==> src/rtl/mips_mem_pkg.sv <==
// Shared encodings and helpers for the MEM-stage load/store unit.
package mips_mem_pkg;

  localparam logic [1:0] SZ_BYTE = 2'b00;
  localparam logic [1:0] SZ_HALF = 2'b01;
  localparam logic [1:0] SZ_WORD = 2'b10;
  localparam logic [1:0] SZ_ILL  = 2'b11;

  typedef enum logic [2:0] {
    ST_IDLE,
    ST_LOAD,
    ST_RMW_RD,
    ST_WRITE,
    ST_RESP
  } state_t;

  typedef struct packed {
    logic        we;
    logic [1:0]  size;
    logic        is_unsigned;
    logic [31:0] addr;
    logic [31:0] wdata;
  } mem_req_t;

  // Byte address to word index, i.e. {2'b00, addr[31:2]}.
  function automatic logic [31:0] word_index(input logic [31:0] addr);
    return addr >> 2;
  endfunction

endpackage

==> src/rtl/lane_align.sv <==
// Little-endian lane handling: load extract/extend and sub-word store merge.
module lane_align
  import mips_mem_pkg::*;
(
  input  logic [31:0] rd_word,
  input  logic [1:0]  addr_lo,
  input  logic [1:0]  size,
  input  logic        is_unsigned,
  input  logic [31:0] old_word,
  input  logic [31:0] wdata,
  output logic [31:0] load_data,
  output logic [31:0] merged
);

  logic [7:0]  byte_lane;
  logic [15:0] half_lane;

  always_comb begin
    byte_lane = rd_word[{addr_lo, 3'b000} +: 8];
    half_lane = addr_lo[1] ? rd_word[31:16] : rd_word[15:0];
    load_data = '0;
    case (size)
      SZ_BYTE: load_data = {{24{byte_lane[7] & ~is_unsigned}}, byte_lane};
      SZ_HALF: load_data = {{16{half_lane[15] & ~is_unsigned}}, half_lane};
      SZ_WORD: load_data = rd_word;
      default: load_data = '0;
    endcase
  end

  // Only the addressed lane is replaced; the rest comes from the prior read.
  always_comb begin
    merged = old_word;
    case (size)
      SZ_BYTE: merged[{addr_lo, 3'b000} +: 8] = wdata[7:0];
      SZ_HALF: begin
        if (addr_lo[1]) merged[31:16] = wdata[15:0];
        else            merged[15:0]  = wdata[15:0];
      end
      SZ_WORD: merged = wdata;
      default: merged = old_word;
    endcase
  end

endmodule

==> src/rtl/mem_access_unit.sv <==
// Byte-addressed load/store front end for a word-wide, combinational-read data memory.
module mem_access_unit
  import mips_mem_pkg::*;
#(
  parameter int MEM_WORDS = 100
) (
  input  logic        clk,
  input  logic        reset,
  input  logic        req_valid,
  output logic        req_ready,
  input  logic        req_we,
  input  logic [1:0]  req_size,
  input  logic        req_unsigned,
  input  logic [31:0] req_addr,
  input  logic [31:0] req_wdata,
  output logic        resp_valid,
  output logic [31:0] resp_rdata,
  output logic        resp_err,
  output logic        busy,
  output logic        mem_we,
  output logic [31:0] mem_addr,
  output logic [31:0] mem_wd,
  input  logic [31:0] mem_rd
);

  state_t      state, state_nxt;
  mem_req_t    req_q;
  logic [31:0] old_word_q;
  logic [31:0] rdata_q;
  logic        err_q;
  logic        acc;
  logic        acc_err;
  logic [31:0] load_data;
  logic [31:0] merged;

  assign acc = req_valid && req_ready;

  // Priority order matters only for which rule rejects; any hit skips memory.
  always_comb begin
    acc_err = 1'b0;
    if (req_size == SZ_ILL)
      acc_err = 1'b1;
    else if (req_size == SZ_HALF && req_addr[0])
      acc_err = 1'b1;
    else if (req_size == SZ_WORD && req_addr[1:0] != 2'b00)
      acc_err = 1'b1;
    else if (word_index(req_addr) >= 32'(MEM_WORDS))
      acc_err = 1'b1;
  end

  always_ff @(posedge clk or negedge reset) begin
    if (!reset) state <= ST_IDLE;
    else        state <= state_nxt;
  end

  always_comb begin
    state_nxt = state;
    case (state)
      ST_IDLE: begin
        if (acc) begin
          if (acc_err)                 state_nxt = ST_RESP;
          else if (!req_we)            state_nxt = ST_LOAD;
          else if (req_size == SZ_WORD) state_nxt = ST_WRITE;
          else                         state_nxt = ST_RMW_RD;
        end
      end
      ST_LOAD:   state_nxt = ST_RESP;
      ST_RMW_RD: state_nxt = ST_WRITE;
      ST_WRITE:  state_nxt = ST_RESP;
      ST_RESP:   state_nxt = ST_IDLE;
      default:   state_nxt = ST_IDLE;
    endcase
  end

  lane_align u_lane (
    .rd_word     (mem_rd),
    .addr_lo     (req_q.addr[1:0]),
    .size        (req_q.size),
    .is_unsigned (req_q.is_unsigned),
    .old_word    (old_word_q),
    .wdata       (req_q.wdata),
    .load_data   (load_data),
    .merged      (merged)
  );

  // resp_rdata only changes on the edge entering RESP, so it holds between responses.
  always_ff @(posedge clk or negedge reset) begin
    if (!reset) begin
      req_q      <= '0;
      old_word_q <= '0;
      rdata_q    <= '0;
      err_q      <= 1'b0;
    end else begin
      if (acc) begin
        req_q <= '{we: req_we, size: req_size, is_unsigned: req_unsigned,
                   addr: req_addr, wdata: req_wdata};
        err_q <= acc_err;
        if (acc_err) rdata_q <= '0;
      end
      if (state == ST_RMW_RD) old_word_q <= mem_rd;
      if (state == ST_LOAD)   rdata_q    <= load_data;
      if (state == ST_WRITE)  rdata_q    <= '0;
    end
  end

  assign req_ready  = (state == ST_IDLE);
  assign busy       = (state != ST_IDLE);
  assign resp_valid = (state == ST_RESP);
  assign resp_err   = err_q;
  assign resp_rdata = rdata_q;

  // Decoded from state so an asynchronous reset kills the write strobe at once.
  assign mem_we   = (state == ST_WRITE) && req_q.we;
  assign mem_addr = (state == ST_LOAD || state == ST_RMW_RD || state == ST_WRITE)
                    ? word_index(req_q.addr) : 32'h0;
  assign mem_wd   = mem_we ? merged : 32'h0;

endmodule

==> config.mk <==
export PLATFORM = sky130hd
export DESIGN_NAME = mem_access_unit
export DESIGN_NICKNAME = d
export VERILOG_FILES = /design/src/rtl/mips_mem_pkg.sv /design/src/rtl/lane_align.sv /design/src/rtl/mem_access_unit.sv
export SDC_FILE = /design/constraint.sdc
export NUM_CORES = 1
export LEC_CHECK = 0
export BUFFER_PORTS_ARGS = -buffer_cell sky130_fd_sc_hd__buf_2
export CAP_MARGIN = 20
export CORE_MARGIN = 2
export CORE_UTILIZATION = 39
export DETAILED_ROUTE_END_ITERATION = 10
export GPL_TIMING_DRIVEN = 1
export SETUP_SLACK_MARGIN = 0.15
export SYNTH_ARGS = -nofsm -noshare
export SYNTH_HDL_FRONTEND = slang
export SYNTH_SLANG_ARGS = --single-unit
==> constraint.sdc <==
create_clock -name clk -period 2.9 [get_ports clk]
set_input_delay 0.58 -clock clk [delete_from_list [all_inputs] [get_ports clk]]
set_output_delay 0.58 -clock clk [all_outputs]
set_load 0.1 [all_outputs]
==> summary.md, run 1 <==
| Metric | Value |
|---|---|
| Die Y-Extent | `between 100 and 150 um` |
| Post-Syn Area | `around 7600 um^2` |
| Critical Path RT | `2.32 ns` |
| Vias/cell | `5.48` |
| Register bit total from synthesis | `136` |
| Post-Route WL | `26.2 mm` |
| Status | `completed` |
| Clock skew | `0.00818 ns` |
| Iter 0 DRT Violations | `519` |
| Worst hold margin | `0.160 ns` |
| Reg2Reg Setup Slack | `around 0.67 ns` |
| Hold Crit Class | `input pin to asynchronous set/reset pin` |
| Largest net degree at the start of global routing | `73` |
| Synth unique cells | `52` |
| Async set-reset flop share out of synthesis | `100%` |
| First-pass GRT wire length | `40.4 mm` |
| EDFF count, synth | `0` |
| Routed wl met3 | `2.40 mm` |
| Routability Congestion | `0.891` |
| Worst setup SP type | `flip-flop` |
| Critical Path Max Stage Delay | `0.47 ns` |
| Clock transition at path regs | `0.06 ns` |
| DR WL met2 | `11.6 mm` |
| Final hold vios | `0` |
| Die ar. | `20800 um^2` |
| Starting density of the core | `between 30% and 40%` |
| Share of cells above drive strength 1 | `a little under two fifths` |
| Slowest cell on crit path | `dfrtp_2` |
| Slew headroom | `34.6%` |
| Critical Path AT | `around 2.3 ns` |
| CTS tree | `done` |
| Warnings from Yosys | `0` |
| Unrepaired setup endpoints after global routing | `true` |
| Crit path time final | `2.83 ns` |
| Max Cap Violations | `0` |
| Root Driver | `clkbuf_16` |
| Design area | `~11000 um^2` |
| Period utilization | `97.6%` |
| Final antenna-violating net count | `0` |
| Critical path class | `flip-flop to primary output` |
| I/O pin cnt | `between 200 and 250` |
| Worst reg-to-reg path cell count | `5` |
| Power Dens Cells | `501 nW/um^2` |
| CP Capture Type | `primary output` |
| Highest Clock Rate | `between 300 and 400 MHz` |
| H-tree levels | `4` |
| Layout Nets | `1158` |
| Reg-to-reg critical path endpoint | `resp_rdata[31]$_DFFE_PN0P_` |
| TritonRoute pass-1 iters | `5` |
| Crit-path cells | `inv_4, ha_4, nand4bb_1, a22oi_2, buf_6, a22oi_1, nor2_4, buf_12` |
| DR DRC count | `0` |
| Slew Viols, Final | `0` |
| Via count | `7301` |
| Worst-path fanout max | `6` |
| Gr ovfl total | `0` |
| Placed instance area | `approximately 10000 um^2` |
| Measured slew at the worst slew-check pin | `0.980 ns` |
| Most used DFF post-synth | `dfrtp_1` |
| Peak VDD IR | `0.000491 V` |
| WL/cell | `19.7 um` |
| Leak | `5.10 nW` |
| Mean Syn Cell Area | `about 9 um^2` |
| Max clock buf depth | `2` |
| Cells after synthesis | `859` |
| Setup Viol. Count Final | `0` |
| Dpl hpwl | `18.5 mm` |
| Leading area contributor after synthesis | `dfrtp_1` |
| Clock latency on the worst-skew pair | `about 0.42 ns` |
| Clock Sinks | `136` |
| M1 wire length | `11.3 mm` |
| Area grow syn2layout | `46.4%` |
| Synth top area cells | `dfrtp_1 44%, nand2_1 12%, mux2_2 6.6%, mux2i_1 4.1%, and2_1 2.8%` |
| Die Wd | `144 um` |
| Worst flop-to-flop path startpoint | `req_q[33]$_DFFE_PN0P_` |
| Synth top area share | `around 44%` |
| Vias in the first global route | `7067` |
| Total Routing Usage GR | `25.7%` |
| Top Layer Used | `met5` |
| Row count | `51` |
| Port Buf Inserts | `201` |
| Core area | `19300 um^2` |
| Initial antenna violation count | `6` |
| Cts bufs inserted | `17` |
| Fillers | `1711` |
| Seq/Total Area, Yosys | `44.5%` |
==> Yosys cell counts (all sizes together), types with 8 or more instances <==
master	instances
a211oi	24
a21o	8
nor2	21
mux2i	31
o22ai	31
a32o	8
nand2	254
buf	29
nand2b	11
a22o	18
nand3b	8
and2	34
mux2	45
a22oi	25
a21oi	42
o21ai	30
dfrtp	136
clkbuf	41
==> worst max-delay path by stage <==
stage               slack, ns  cells past startpoint          to                   from
finish                   0.07                      8   mem_wd[1]  req_q[33]$_DFFE_PN0P_
global placement         0.27                      7   mem_wd[5]  req_q[33]$_DFFE_PN0P_
CTS                      0.07                      8  mem_wd[17]  req_q[33]$_DFFE_PN0P_
global route            -0.02                      8  mem_wd[17]  req_q[33]$_DFFE_PN0P_
floorplan                0.09                      8  mem_wd[31]  req_q[32]$_DFFE_PN0P_
detailed placement       0.25                      7   mem_wd[5]  req_q[33]$_DFFE_PN0P_
==> state kept, by name (all words and copies together), names as in the netlist <==
register,cells
resp_err,1
state,3
resp_rdata,32
req_q,68
old_word_q,32
==> stage by stage <==
| step | worst slack, ns | setup TNS (ns) | utilization (%) | std cells | power [mW] |
|---|---|---|---|---|---|
| 2_1_floorplan | 0.0932 | 0 | - | 860 | 2.89 |
| 3_3_place_gp | 0.273 | 0 | 52.8 | 1281 | 3.24 |
| 3_5_place_dp | 0.247 | 0 | 52.8 | 1281 | 3.26 |
| 4_1_cts | 0.0705 | 0 | 57.4 | 1324 | 5.59 |
| 5_1_grt | -0.0152 | -0.0503 | 57.9 | 1330 | 5.84 |
| 6_report | 0.0685 | 0 | 57.9 | 1332 | 5.61 |
==> metal layers <==
| metal | GRT usage [%] | up-vias |
|---|---|---|
| met3 | 7.28 | 54 |
| li1 | - | 3400 |
| met2 | 37.4 | 331 |
| met4 | 11.8 | 4 |
| met5 | 0 | - |
| met1 | 35.5 | 3512 |
==> logic make-up after synthesis <==
family | synth area share (%)
other | 0.0490
buffers and inverters | 4.43
adder cells (fa/ha/maj) | 0.818
AO/OA/AOI/OAI | 18.2
multiplexers | 11.0
AND/OR/NAND/NOR | 21.1
flip-flops | 44.5
==> where the power goes <==
group	leakage (nW)	total, mW	switching (mW)	internal (mW)
logic	3.04	1.22	0.730	0.488
registers	1.78	2.17	0.146	2.02
clock network	0.283	2.22	0.906	1.31
total	5.10	5.61	1.78	3.82
==> layout make-up <==
cell class	count	area [um^2]	area share (%)
clock buffer	18	439	3.92
antenna	4	10.0	0.0894
tap	265	332	2.96
sequential	136	3410	30.5
timing repair buffer	241	2360	21.1
multi-input combinational	647	4460	39.8
clock inverter	14	163	1.45
inverter	7	31.3	0.279
==> cells in the final DEF, fill, tap and decap left out, types with 3 or more instances in the layout <==
| cell | n |
|---|---|
| nand2_2 | 5 |
| a211oi_1 | 24 |
| a21oi_4 | 22 |
| nor2_1 | 11 |
| mux2_2 | 45 |
| dfrtp_1 | 133 |
| o21ai_0 | 29 |
| clkbuf_16 | 17 |
| nor2_4 | 10 |
| clkinvlp_4 | 4 |
| buf_4 | 31 |
| inv_6 | 5 |
| a21o_1 | 8 |
| a221oi_1 | 7 |
| o22ai_1 | 31 |
| a22o_1 | 18 |
| and2_1 | 32 |
| a22oi_1 | 6 |
| a32o_1 | 6 |
| nor4_1 | 5 |
| buf_12 | 68 |
| nor2b_1 | 4 |
| nand2b_1 | 11 |
| inv_1 | 5 |
| a21oi_1 | 19 |
| nor3_1 | 3 |
| ha_4 | 3 |
| a32oi_1 | 3 |
| a22oi_2 | 19 |
| nand3b_1 | 8 |
| diode_2 | 4 |
| nand2_1 | 249 |
| mux2i_1 | 31 |
| buf_6 | 4 |
| buf_2 | 137 |
==> critical path, delay by kind of cell, from the launching register on <==
kind,cells,cell delay (ns)
buffers and inverters,3,0.49
DFF,1,0.47
and+or+nand+nor,2,0.33
AOI/OAI and AO/OA,2,0.33
adders and majority gates,1,0.22
==> repair_timing <==
item,CTS,global route
buffers inserted,10,4
cloned,1,0
resized for setup,35,17
pin swaps,12,21
hold buffers,0,0
hold endpoints to repair,0,0
endpoints found under the setup margin,32,32
No activity file was read; power rests on OpenSTA's default activity.
==> inputs of run 2 (changes only) <==
--- a/config.mk
+++ b/config.mk
@@ -11,6 +11,7 @@
 export CORE_UTILIZATION = 39
 export DETAILED_ROUTE_END_ITERATION = 10
 export GPL_TIMING_DRIVEN = 1
+export PLACE_DENSITY = 0.62
 export SETUP_SLACK_MARGIN = 0.15
 export SYNTH_ARGS = -nofsm -noshare
 export SYNTH_HDL_FRONTEND = slang
==> run 2 against run 1 <==
Compared with the run above:
- utilization down 0.22 points
- register-to-register slack worse by 0.12 ns
- highest routed layer unchanged
- global-route usage barely moved
- wire length up 0.73%
- largest power group is now registers
- hold slack better by 0.047 ns
==> summary.md, run 2 (synthesis gave the netlist of run 1 again) <==
| Metric | Value |
|---|---|
| Total Routing Usage GR | `25.7% (-0.028 points)` |
| Slew headroom | `34.0% (-0.55 points)` |
| Hold_buf cts | `0 (unchanged)` |
| Highest Clock Rate | `355 MHz (+0.45%)` |
| Power Dens Cells | `493 nW/um^2 (-1.6%)` |
| Max clock buf depth | `2 (unchanged)` |
| Final hold vios | `0 (unchanged)` |
| Worst hold margin | `0.207 ns (+0.0475 ns)` |
| Largest net degree at the start of global routing | `83 (+14%)` |
| Leak | `5.11 nW (+0.27%)` |
| PnR worst setup slack | `0.0811 ns (+0.0127 ns)` |
| Dpl hpwl | `18.7 mm (+0.85%)` |
| Initial antenna violation count | `3 (-3)` |
| DR DRC count | `0 (unchanged)` |
| Peak VDD IR | `0.000531 V (+8.2%)` |
| Setup TNS | `0 ns (unchanged)` |
| Gr ovfl total | `0 (unchanged)` |
| Slew Viols, Final | `0 (unchanged)` |
| WL/cell | `19.8 um (+0.66%)` |
| Clock skew | `0.00885 ns (+0.000664 ns)` |
| Measured slew at the worst slew-check pin | `0.988 ns (+0.00820 ns)` |
| Total Power | `5.50 mW (-2.0%)` |
| H-tree levels | `4 (unchanged)` |
| Cts bufs inserted | `17 (unchanged)` |
| Port Buf Inserts | `201 (unchanged)` |
| Commonest non-fill, non-tap cell in the layout | `nand2_1` |
| Layout Nets | `1162 (+0.35%)` |
| Clock Sinks | `136 (unchanged)` |
| Design area | `11200 um^2 (-0.38%)` |
| Vias in the first global route | `7162 (+1.3%)` |
| Final std cells w/o fill | `1333 (+0.075%)` |
| Reg-to-reg critical path endpoint | `resp_rdata[30]$_DFFE_PN0P_` |
| Final antenna-violating net count | `0 (unchanged)` |
| Status | `completed` |
| Vias/cell | `5.53 (+0.88%)` |
| Die Y-Extent | `144 um (unchanged)` |
| Worst-path fanout max | `8 (+2)` |
| Clock latency on the worst-skew pair | `0.43 ns (about the same)` |
| Die Wd | `144 um (unchanged)` |
| Clock transition at path regs | `0.06 ns (about the same)` |
| Largest Register | `req_q` |
| Worst reg-to-reg path cell count | `6 (+1)` |
| Row count | `51 (unchanged)` |
| Period utilization | `97.2% (-0.44 points)` |
| Core area | `19300 um^2 (unchanged)` |
| Worst flop-to-flop path startpoint | `req_q[32]$_DFFE_PN0P_` |
| Most frequent cells in the layout | `243 x nand2_1, 138 x buf_2, 132 x dfrtp_1` |
| Iter 0 DRT Violations | `493 (-5.0%)` |
| Area grow syn2layout | `45.8%` |
| Via count | `7371 (+0.96%)` |
| Post-Route WL | `26.4 mm (+0.73%)` |
| Starting density of the core | `39.6% (unchanged)` |
| Worst setup SP type | `flip-flop` |
| Hold Crit Class | `input pin to asynchronous set/reset pin` |
| Routability Congestion | `0.885 (-0.64%)` |
| Largest register FFs | `68 (unchanged)` |
| Crit path time final | `2.82 ns (-0.0127 ns)` |
| Placed cells | `1286 (+0.39%)` |
| Critical path class | `flip-flop to primary output` |
| TritonRoute pass-1 iters | `5 (unchanged)` |
| Die ar. | `20800 um^2 (unchanged)` |
| CP Capture Type | `primary output` |
| Critical Path AT | `2.24 ns (about the same)` |
| Pre-CTS setup slack | `0.178 ns (-0.0694 ns)` |
| Critical Path RT | `2.32 ns (about the same)` |
| Unrepaired setup endpoints after global routing | `true` |
| First-pass GRT wire length | `40.4 mm (about the same)` |
| Reg2Reg Setup Slack | `0.55 ns (-0.12 ns)` |
| Root Driver | `clkbuf_16` |
| Max Cap Violations | `0 (unchanged)` |
| Final Core Density | `57.7% (-0.22 points)` |
| CTS tree | `done` |
| Placed instance area | `10300 um^2 (+0.37%)` |
| I/O pin cnt | `204 (unchanged)` |
| Setup Viol. Count Final | `0 (unchanged)` |
| Share of cells above drive strength 1 | `38.6% (+0.55 points)` |
run 2: cell count changes in the layout (fill, tap and decap cells not counted), sizes merged:
cell	delta
clkinvlp	-1
buf	+5
diode	-2
clkinv	+3
bufbuf	-1
clkbuf	+2
inv	-5
run 2: how the worst max path moves through the flow:
stage / cells past startpoint / slack (ns) / endpoint / start
finish: 8 / 0.08 / mem_wd[21] / req_q[33]$_DFFE_PN0P_
CTS: 6 / 0.07 / mem_wd[27] / req_q[33]$_DFFE_PN0P_
detailed placement: 7 / 0.18 / mem_wd[5] / req_q[33]$_DFFE_PN0P_
floorplan: 8 / 0.09 / mem_wd[31] / req_q[32]$_DFFE_PN0P_
global placement: 7 / 0.24 / mem_wd[5] / req_q[33]$_DFFE_PN0P_
global route: 8 / -0.002 / mem_wd[18] / req_q[33]$_DFFE_PN0P_
run 2: critical path, cell delays in order, from the launching register on:
cell      delay (ns)
dfrtp_2         0.48
inv_8           0.06
ha_4            0.29
nor4bb_4        0.20
buf_6           0.16
a32o_1          0.17
nand2_2         0.08
a21oi_4         0.17
buf_12          0.19
run 2: repair_timing:
action,4_1_cts,5_1_grt
endpoints found under the setup margin,32,32
pin swaps,13,19
buffers inserted,10,3
gates resized for setup,30,27
gates cloned,0,1
run 2: cell type report:
cell class	instances	area [um^2]
well taps	265	332
flip-flops and latches	136	3410
repair buffers	245	2380
clock buffers	20	447
clock inverters	11	124
diodes	2	5.00
fillers	1694	8180
inverters	7	33.8
multi-input cells	647	4430
run 2: per-layer routing:
layer / up-vias / part of all wire (%) / GRT usage [%]
met1: 3554 / 42 / 34.2
met3: 65 / 9.8 / 7.58
met5: - / 0.072 / 0
met2: 332 / 45 / 38.6
met4: 4 / 3.7 / 11.9
li1: 3416 / - / -
run 2: where the power goes:
group          leakage (nW)  internal, mW  switching (mW)
sequential             1.78          2.03           0.135
clock                 0.272          1.28           0.847
combinational          3.06         0.470           0.736
total                  5.11          3.78            1.72
==> inputs of run 3 (changes only) <==
--- a/config.mk
+++ b/config.mk
@@ -9,6 +9,7 @@
 export CAP_MARGIN = 20
 export CORE_MARGIN = 2
 export CORE_UTILIZATION = 39
+export CTS_BUF_LIST = sky130_fd_sc_hd__clkbuf_8
 export DETAILED_ROUTE_END_ITERATION = 10
 export GPL_TIMING_DRIVEN = 1
 export PLACE_DENSITY = 0.62
==> run 3 against run 2 <==
Compared with the run above:
- the flow now finishes with violations (negative setup slack)
- flip-flop and latch count is the same
- first-iteration DRC count rose by 7.3%
- clock power down 28%
- design area is 1.3% lower
- global-route usage fell by 0.19 points
- sequential share of layout area increased by 0.41 points
- highest routed layer unchanged
==> summary.md, run 3 (synthesis gave the netlist of run 1 again) <==
| Metric | Value |
|---|---|
| Port Buf Inserts | `201 (unchanged)` |
| Worst setup SP type | `flip-flop` |
| Total Routing Usage GR | `25.5% (-0.19 points)` |
| First-pass GRT wire length | `40.1 mm (-0.56%)` |
| Vias in the first global route | `7110 (-0.73%)` |
| Routability Congestion | `0.885 (unchanged)` |
| Critical Path RT | `2.32 ns (about the same)` |
| DR DRC count | `0 (unchanged)` |
| Slew headroom | `31.5% (-2.5 points)` |
| Peak VDD IR | `0.000361 V (-32%)` |
| Area grow syn2layout | `43.9%` |
| Failing checks | `negative setup slack` |
| Worst-path fanout max | `8 (unchanged)` |
| Final antenna-violating net count | `0 (unchanged)` |
| CTS tree | `done` |
| Slew Viols, Final | `0 (unchanged)` |
| Int Pwr | `3.27 mW (-14%)` |
| Max clock buf depth | `2 (unchanged)` |
| WL/cell | `19.8 um (about the same)` |
| Commonest non-fill, non-tap cell in the layout | `nand2_1` |
| Placed instance area | `10300 um^2 (unchanged)` |
| Row count | `51 (unchanged)` |
| Final hold vios | `0 (unchanged)` |
| TritonRoute pass-1 iters | `5 (unchanged)` |
| Largest register FFs | `68 (unchanged)` |
| Seq pwr share | `44.0% (+4.7 points)` |
| Vias/cell | `5.52 (-0.12%)` |
| Measured slew at the worst slew-check pin | `1.03 ns (+0.0379 ns)` |
| Crit path time final | `2.91 ns (+0.0948 ns)` |
| Iter 0 DRT Violations | `529 (+7.3%)` |
| Starting density of the core | `39.6% (unchanged)` |
| Clock latency on the worst-skew pair | `0.45 ns (+0.02 ns)` |
| Period utilization | `100% (+3.3 points)` |
| Comb pwr share | `24.8% (+2.9 points)` |
| Switching power | `1.65 mW (-4.0%)` |
| Largest Register | `req_q` |
| H-tree levels | `4 (unchanged)` |
| Design area | `11000 um^2 (-1.3%)` |
| Core area | `19300 um^2 (unchanged)` |
| Leak | `5.04 nW (-1.4%)` |
| Critical Path AT | `2.33 ns (+0.09 ns)` |
| Root Driver | `clkbuf_8` |
| Layout Nets | `1162 (unchanged)` |
| Clock transition at path regs | `0.07 ns (about the same)` |
| Initial antenna violation count | `3 (unchanged)` |
| Largest net degree at the start of global routing | `83 (unchanged)` |
| Pre-CTS setup slack | `0.178 ns (unchanged)` |
| Hold_buf cts | `0 (unchanged)` |
| CP Capture Type | `primary output` |
| Highest Clock Rate | `343 MHz (-3.3%)` |
| Die ar. | `20800 um^2 (unchanged)` |
| Post-Route WL | `26.4 mm (about the same)` |
| Worst hold margin | `0.177 ns (-0.0308 ns)` |
| Clock Sinks | `136 (unchanged)` |
| Switching portion of total power | `33.5% (+2.3 points)` |
| Dpl hpwl | `18.7 mm (unchanged)` |
| Most frequent cells in the layout | `239 x nand2_1, 138 x buf_2, 132 x dfrtp_1` |
| Setup TNS | `-0.0158 ns (-0.0158 ns)` |
| Setup Viol. Count Final | `2 (+2)` |
| PnR worst setup slack | `-0.0137 ns (-0.0948 ns)` |
| Unrepaired setup endpoints after global routing | `true` |
| Hold Crit Class | `input pin to asynchronous set/reset pin` |
| Die Y-Extent | `144 um (unchanged)` |
| I/O pin cnt | `204 (unchanged)` |
| Critical path class | `flip-flop to primary output` |
| Gr ovfl total | `0 (unchanged)` |
| Clock power frac | `31.2% (-7.5 points)` |
| Die Wd | `144 um (unchanged)` |
| Final Core Density | `56.9% (-0.77 points)` |
| Share of cells above drive strength 1 | `39.3% (+0.66 points)` |
| Status | `finished with violations` |
| Cts bufs inserted | `17 (unchanged)` |
| Clock skew | `0.00980 ns (+0.000955 ns)` |
| Power Dens Cells | `447 nW/um^2 (-9.3%)` |
| Max Cap Violations | `0 (unchanged)` |
| Via count | `7362 (-0.12%)` |
==> run 3: cell types whose count changed in the layout (fill, tap and decap cells not counted), sizes merged <==
cell / change
clkbuf: -2
inv: +2
==> run 3: worst max-delay path, stage by stage, from the launching register on <==
cell	delay, ns
dfrtp_2	0.50
inv_8	0.11
ha_4	0.21
nand4bb_1	0.23
a22oi_2	0.18
buf_6	0.20
a22oi_2	0.11
nor2_4	0.16
buf_12	0.19
==> run 3: final timing paths <==
path	endpoint	slack (ns)	depth (start not counted)	start
setup / recovery	mem_wd[6]	-0.01	8	req_q[33]$_DFFE_PN0P_
hold / removal	resp_rdata[10]$_DFFE_PN0P_	0.18	1	reset
setup reg to reg	resp_rdata[30]$_DFFE_PN0P_	0.47	6	req_q[32]$_DFFE_PN0P_
hold reg to reg	req_q[44]$_DFFE_PN0P_	0.47	2	req_q[44]$_DFFE_PN0P_
max in group asynchronous	state[2]$_DFFE_PN0P_	1.94	2	reset
min in group clk	req_q[15]$_DFFE_PN0P_	0.31	3	req_wdata[15]
==> run 3: power by group through the flow <==
stage | Sequential, mW | Clock, mW | Combinational, mW
2_1_floorplan | 2.14 | 0 | 0.749
3_3_place_gp | 2.18 | 0 | 1.06
3_5_place_dp | 2.18 | 0 | 1.09
4_1_cts | 2.15 | 1.57 | 1.16
5_1_grt | 2.17 | 1.65 | 1.32
6_report | 2.16 | 1.53 | 1.22
==> run 3: routing by layer <==
| layer | wire length [um] | share of wire, % | GRT usage, % | vias up |
|---|---|---|---|---|
| li1 | - | - | - | 3393 |
| met1 | 11100 | 42 | 34.4 | 3542 |
| met2 | 12000 | 45 | 38.4 | 362 |
| met3 | 2440 | 9.2 | 7.09 | 61 |
| met4 | 876 | 3.3 | 11.2 | 4 |
| met5 | 19 | 0.072 | 0 | - |
==> run 3: layout make-up <==
cell class	instances	area, um^2
Tap cell	265	332
Sequential cell	136	3410
Clock inverter	13	131
Fill cell	1711	8330
Antenna cell	2	5.00
Clock buffer	18	248
Timing Repair Buffer	245	2370
Inverter	7	36.3
Multi-Input combinational cell	647	4480
==> run 3: stage by stage <==
step	cells	total power, mW
floorplan	860	2.89
global route	1331	5.14
finish	1333	4.92
CTS	1328	4.88
global placement	1286	3.24
detailed placement	1286	3.27
==> run 3: timing repair <==
action	4_1_cts	5_1_grt
resized for setup	33	35
setup buffers	11	2
endpoints found under the setup margin	32	32
gates cloned	0	1
pin swaps	17	25
